### config.mk
export PLATFORM = sky130hd
export DESIGN_NAME = instr_mem_fetch
export DESIGN_NICKNAME = d
export VERILOG_FILES = /design/src/rtl/instr_mem_fetch.sv
export SDC_FILE = /design/constraint.sdc
export NUM_CORES = 1
export LEC_CHECK = 0
export ABC_AREA = 1
export BUFFER_PORTS_ARGS = -buffer_cell sky130_fd_sc_hd__buf_2
export CAP_MARGIN = 20
export CORE_MARGIN = 5
export CORE_UTILIZATION = 45
export DETAILED_ROUTE_END_ITERATION = 7
export MAX_ROUTING_LAYER = met4
export PLACE_DENSITY_LB_ADDON = 0.12
export SETUP_SLACK_MARGIN = 0.02
export SLEW_MARGIN = 20
export SYNTH_ARGS = -nofsm -noshare
export SYNTH_HDL_FRONTEND = slang
export SYNTH_SLANG_ARGS = --single-unit
### constraint.sdc
create_clock -name clk -period 2.8 [get_ports clk]
set_input_delay 0 -clock clk [delete_from_list [all_inputs] [get_ports clk]]
set_output_delay 0 -clock clk [all_outputs]
set_load 0.01 [all_outputs]
### src/rtl/instr_mem_fetch.sv
// Writable instruction memory with an init-fill engine, a program-load port
// and a one-cycle-latency valid/ready fetch port that reports misaligned and
// out-of-range PCs as fault codes.
module instr_mem_fetch #(
  parameter int unsigned ADDR_W      = 32,
  parameter int unsigned DEPTH_WORDS = 32,
  parameter logic [31:0] INIT_WORD   = 32'h0000_0013
) (
  input  logic              clk,
  input  logic              reset,
  output logic              init_done,
  input  logic              prog_we,
  input  logic [ADDR_W-1:0] prog_addr,
  input  logic [31:0]       prog_wdata,
  input  logic              req_valid,
  output logic              req_ready,
  input  logic [ADDR_W-1:0] req_pc,
  output logic              rsp_valid,
  input  logic              rsp_ready,
  output logic [31:0]       rsp_instr,
  output logic [1:0]        rsp_fault,
  input  logic              flush
);

  localparam int unsigned IDX_W = $clog2(DEPTH_WORDS);
  // One extra bit so the byte capacity is representable even when it equals 2**ADDR_W.
  localparam logic [ADDR_W:0] BYTE_CAP = (ADDR_W+1)'(4 * DEPTH_WORDS);
  localparam logic [IDX_W-1:0] LAST_IDX = IDX_W'(DEPTH_WORDS - 1);

  localparam logic [1:0] FAULT_OK    = 2'b00;
  localparam logic [1:0] FAULT_ALIGN = 2'b01;
  localparam logic [1:0] FAULT_RANGE = 2'b10;

  typedef enum logic {
    ST_INIT,
    ST_RUN
  } state_e;

  state_e           state_q;
  logic [IDX_W-1:0] cnt_q;
  logic             init_done_q;
  logic             rsp_valid_q;
  logic [31:0]      rsp_instr_q;
  logic [1:0]       rsp_fault_q;
  logic [31:0]      mem_q [DEPTH_WORDS];

  logic             accept;
  logic             prog_in_range;
  logic             req_in_range;
  logic [IDX_W-1:0] prog_idx;
  logic [IDX_W-1:0] req_idx;
  logic [1:0]       fault_d;
  logic [31:0]      instr_d;

  assign prog_in_range = {1'b0, prog_addr} < BYTE_CAP;
  assign req_in_range  = {1'b0, req_pc} < BYTE_CAP;
  assign prog_idx      = prog_addr[IDX_W+1:2];
  assign req_idx       = req_pc[IDX_W+1:2];

  assign req_ready = (state_q == ST_RUN) && !prog_we && !flush &&
                     (!rsp_valid_q || rsp_ready);
  assign accept    = req_valid && req_ready;

  always_comb begin
    fault_d = FAULT_OK;
    instr_d = INIT_WORD;
    if (req_pc[1:0] != 2'b00) begin
      fault_d = FAULT_ALIGN;
    end else if (!req_in_range) begin
      fault_d = FAULT_RANGE;
    end else begin
      instr_d = mem_q[req_idx];
    end
  end

  always_ff @(posedge clk) begin
    if (reset) begin
      state_q     <= ST_INIT;
      cnt_q       <= '0;
      init_done_q <= 1'b0;
      rsp_valid_q <= 1'b0;
      rsp_instr_q <= INIT_WORD;
      rsp_fault_q <= FAULT_OK;
    end else begin
      case (state_q)
        ST_INIT: begin
          cnt_q <= cnt_q + 1'b1;
          if (cnt_q == LAST_IDX) begin
            state_q     <= ST_RUN;
            init_done_q <= 1'b1;
          end
        end
        default: state_q <= ST_RUN;
      endcase

      if (flush) begin
        rsp_valid_q <= 1'b0;
      end else if (accept) begin
        rsp_valid_q <= 1'b1;
        rsp_instr_q <= instr_d;
        rsp_fault_q <= fault_d;
      end else if (rsp_valid_q && rsp_ready) begin
        rsp_valid_q <= 1'b0;
      end
    end
  end

  // Storage is not cleared by reset itself; the init engine refills it afterwards.
  always_ff @(posedge clk) begin
    if (!reset) begin
      if (state_q == ST_INIT) begin
        mem_q[cnt_q] <= INIT_WORD;
      end else if (prog_we && prog_in_range) begin
        mem_q[prog_idx] <= prog_wdata;
      end
    end
  end

  assign init_done = init_done_q;
  assign rsp_valid = rsp_valid_q;
  assign rsp_instr = rsp_instr_q;
  assign rsp_fault = rsp_fault_q;

endmodule

==> flow_metrics.env <==
export IMPL_synthFlopType="edfxtp_1"
export IMPL_path_clk_slew_ps=70
export IMPL_ys_ff_latch=1066
export IMPL_firstDrtPassIters=5
export IMPL_viasPerCell=5.395
export IMPL_ys_warn_count=0
export IMPL_seq_area_frac_synth=0.7333
export IMPL_port_buffers=136
export IMPL_synth_simple_area_share=0.2267
export IMPL_dieArea_mm2=0.1020
export IMPL_synth_fa_ha_area_frac=0.0005809
export IMPL_hold_path_depth=4
export IMPL_final_common_cell="nand2_1"
export IMPL_arrival_ps=3000
export IMPL_fill_cells=8248
export IMPL_yosys_top_cells_area="edfxtp_1 (71%), nand2_1 (11%), nand3_1 (11%)"
export IMPL_synth_top_family_by_area="simple AND/OR/NAND/NOR gates"
export IMPL_drc_errors=0
export IMPL_start_util=0.4534
export IMPL_synth_cell_type_count=26
export IMPL_fin_crit_sh=0.9501
export IMPL_track_usage=0.2411
export IMPL_ff2ff_setup_slack_ps=140
export IMPL_die_w_um=319.4
export IMPL_ctsLongestPathBuffers=3
export IMPL_area_delta_synth_final_pct=16.94
export IMPL_critPathMaxFanout=15
export IMPL_final_min_clock_period_ps=2660
export IMPL_drt_iter0_drc=2535
export IMPL_postCtsSetupBuffers=0
export IMPL_vdd_drop_max_v=0.0005664
export IMPL_tightest_slew_ps=812.9
export IMPL_coreArea_mm2=0.09501
export IMPL_drive_above_1_share=0.1226
export IMPL_synth_avg_cell_area_um2=11.56
export IMPL_vias=28610
export IMPL_grt_max_degree=124
export IMPL_drv_cap=0
export IMPL_reg2reg_from="state_q$_SDFF_PP0_"
export IMPL_die_height_um=319.4
export IMPL_startpoint_type="flop"
export IMPL_grt_pass1_wl_um=181600
export IMPL_p_leak_nw=18.06
export IMPL_cts_sinks=1066
export IMPL_hold_path_end="mem_q[14][26]$_DFFE_PP_"
export IMPL_drt_wl_total_um=121300
export IMPL_synth_top_area_frac=0.7138
export IMPL_finalSetupViolations=0
export IMPL_ant_nets=0
export IMPL_rows=113
export IMPL_synth_edf_count=1024
export IMPL_htreeDepth=3
export IMPL_crit_type="reg -> reg"
export IMPL_worst_setup_path_end_kind="flop"
export IMPL_syn_num_nets=3830
export IMPL_rsz0062_at_grt="yes"
export IMPL_hold_viol=0
export IMPL_hold_class="in -> reg"
export IMPL_grt_overflow=0
export IMPL_maxSlewHeadroom=0.4580
export IMPL_outcome="finished clean"
export IMPL_fmax_mhz=375.9
export IMPL_power_density_mw_per_mm2=662.5
export IMPL_utilization=0.5302
export IMPL_report_final_slew_viol_count=0
export IMPL_cts_root_buf="clkbuf_16"
export IMPL_cts_buffers=113
export IMPL_syn_inst=3726
export IMPL_ff2ff_path_depth=11
export IMPL_synth_compound_area_share=0.007668
export IMPL_holdCritStartpoint="prog_wdata[26]"
export IMPL_antenna_found_initial=0
export IMPL_dpl_cell_count=5056
export IMPL_gp_congestion=0.8402
export IMPL_fin_nets=4045
export IMPL_wl_per_cell_um=22.87
export IMPL_dp_hpwl_um=70290
export IMPL_synthXorXnorAreaFrac=0
export IMPL_grt_pass1_vias=27450
export IMPL_async_flop_share=0
export IMPL_fin_skew_ps=19.77
export IMPL_ios=139
export IMPL_layout_common_cells="nand2_1 (1218), edfxtp_1 (1024), nand3_1 (910)"
export IMPL_insertion_delay_ps=680
export IMPL_synth_area_mm2=0.04308
export IMPL_r2r_end="mem_q[17][7]$_DFFE_PP_"
export IMPL_cp_data_required_time_ps=3140
export IMPL_yosys_area_top_type="edfxtp_1"
export IMPL_cts_tree="built"
export IMPL_synth_mux_area_frac=0
export IMPL_final_cells=5303
[per-layer routing]
layer,part of all wire,GRT usage,vias to the layer above
met4,0.027,0.06629,0
met2,0.48,0.3822,896
met3,0.054,0.02877,189
met1,0.44,0.3349,14020
met5,0,-,-
li1,-,-,13500
[per-stage QoR]
step / cell area, um^2 / TNS (ps) / hold WS [ps] / setup slack [ps] / power, W
2_1_floorplan: 43090 / -253230 / 30.96 / -295.5 / 0.01882
3_5_place_dp: 46540 / 0 / 301.9 / 181.1 / 0.01956
4_1_cts: 50370 / 0 / 19.94 / 161.2 / 0.03365
3_3_place_gp: 46540 / 0 / 297.1 / 180.8 / 0.01954
6_report: 50380 / 0 / 67.64 / 139.7 / 0.03337
5_1_grt: 50370 / 0 / 44.68 / 6.398 / 0.03455
[cell usage after synthesis, types with 4 or more instances]
master / count
a21oi_1: 37
buf_1: 36
buf_2: 117
clkbuf_1: 73
dfxtp_1: 42
edfxtp_1: 1024
inv_1: 86
inv_2: 4
nand2_1: 1219
nand3_1: 910
nand4_1: 9
nor2_1: 126
o211ai_1: 9
o21ai_0: 12
[final cells by class]
type	count	area (um^2)	share of cell area
Inverter	90	360.3	0.007153
Antenna cell	1	2.502	0.00004967
Sequential cell	1066	31590	0.6271
Multi-Input combinational cell	2340	10390	0.2062
Clock inverter	49	361.6	0.007178
Clock buffer	162	3123	0.06199
Tap cell	1265	1583	0.03142
Timing Repair Buffer	330	2967	0.05889
[kinds of logic (layout without fill, tap and decap cells)]
family,after synthesis,in the layout
simple gates,2278,2278
compound gates,60,60
other cells,0,1
fa+ha+maj,2,2
flops,1066,1066
buf+inv,320,631
[worst max path at each step]
| stage | cells past startpoint | end | slack [ps] | startpoint |
|---|---|---|---|---|
| after global placement | 11 | mem_q[17][24]$_DFFE_PP_ | 180 | state_q$_SDFF_PP0_ |
| final | 11 | mem_q[17][7]$_DFFE_PP_ | 140 | state_q$_SDFF_PP0_ |
| after CTS | 11 | mem_q[17][7]$_DFFE_PP_ | 160 | state_q$_SDFF_PP0_ |
| after detailed placement | 11 | mem_q[17][14]$_DFFE_PP_ | 180 | state_q$_SDFF_PP0_ |
| after global routing | 11 | mem_q[17][7]$_DFFE_PP_ | 6 | state_q$_SDFF_PP0_ |
| after floorplan | 10 | mem_q[16][0]$_DFFE_PP_ | -300 | state_q$_SDFF_PP0_ |
[critical path, stage by stage, from the launching register on]
cell	delay (ps)
dfxtp_1	380
inv_2	120
nor2_1	100
nand4_1	100
nor2_2	170
nand2_2	140
nand2_1	90
nand2_1	140
inv_1	150
nand3_1	360
nor2_4	260
buf_4	320
[state kept, by name (all words and copies together), names as in the netlist]
| signal | count |
|---|---|
| rsp_fault | 2 |
| mem_q | 1024 |
| init_done | 1 |
| rsp_instr | 32 |
| rsp_valid | 1 |
| state_q | 1 |
| cnt_q | 5 |
[timing repair]
item | CTS | global route
hold endpoints to repair | 827 | 0
hold buffers | 35 | 0
setup endpoints to repair | 0 | 20
gates resized for setup | 0 | 0
[power breakdown]
part           switching (W)  internal (W)  leakage (nW)  total, W
logic                0.00131      0.000597          8.24   0.00190
clock network        0.00596       0.00816          1.68    0.0141
registers          0.0000247        0.0173          8.14    0.0173
Power figures use the tool's default switching activity.
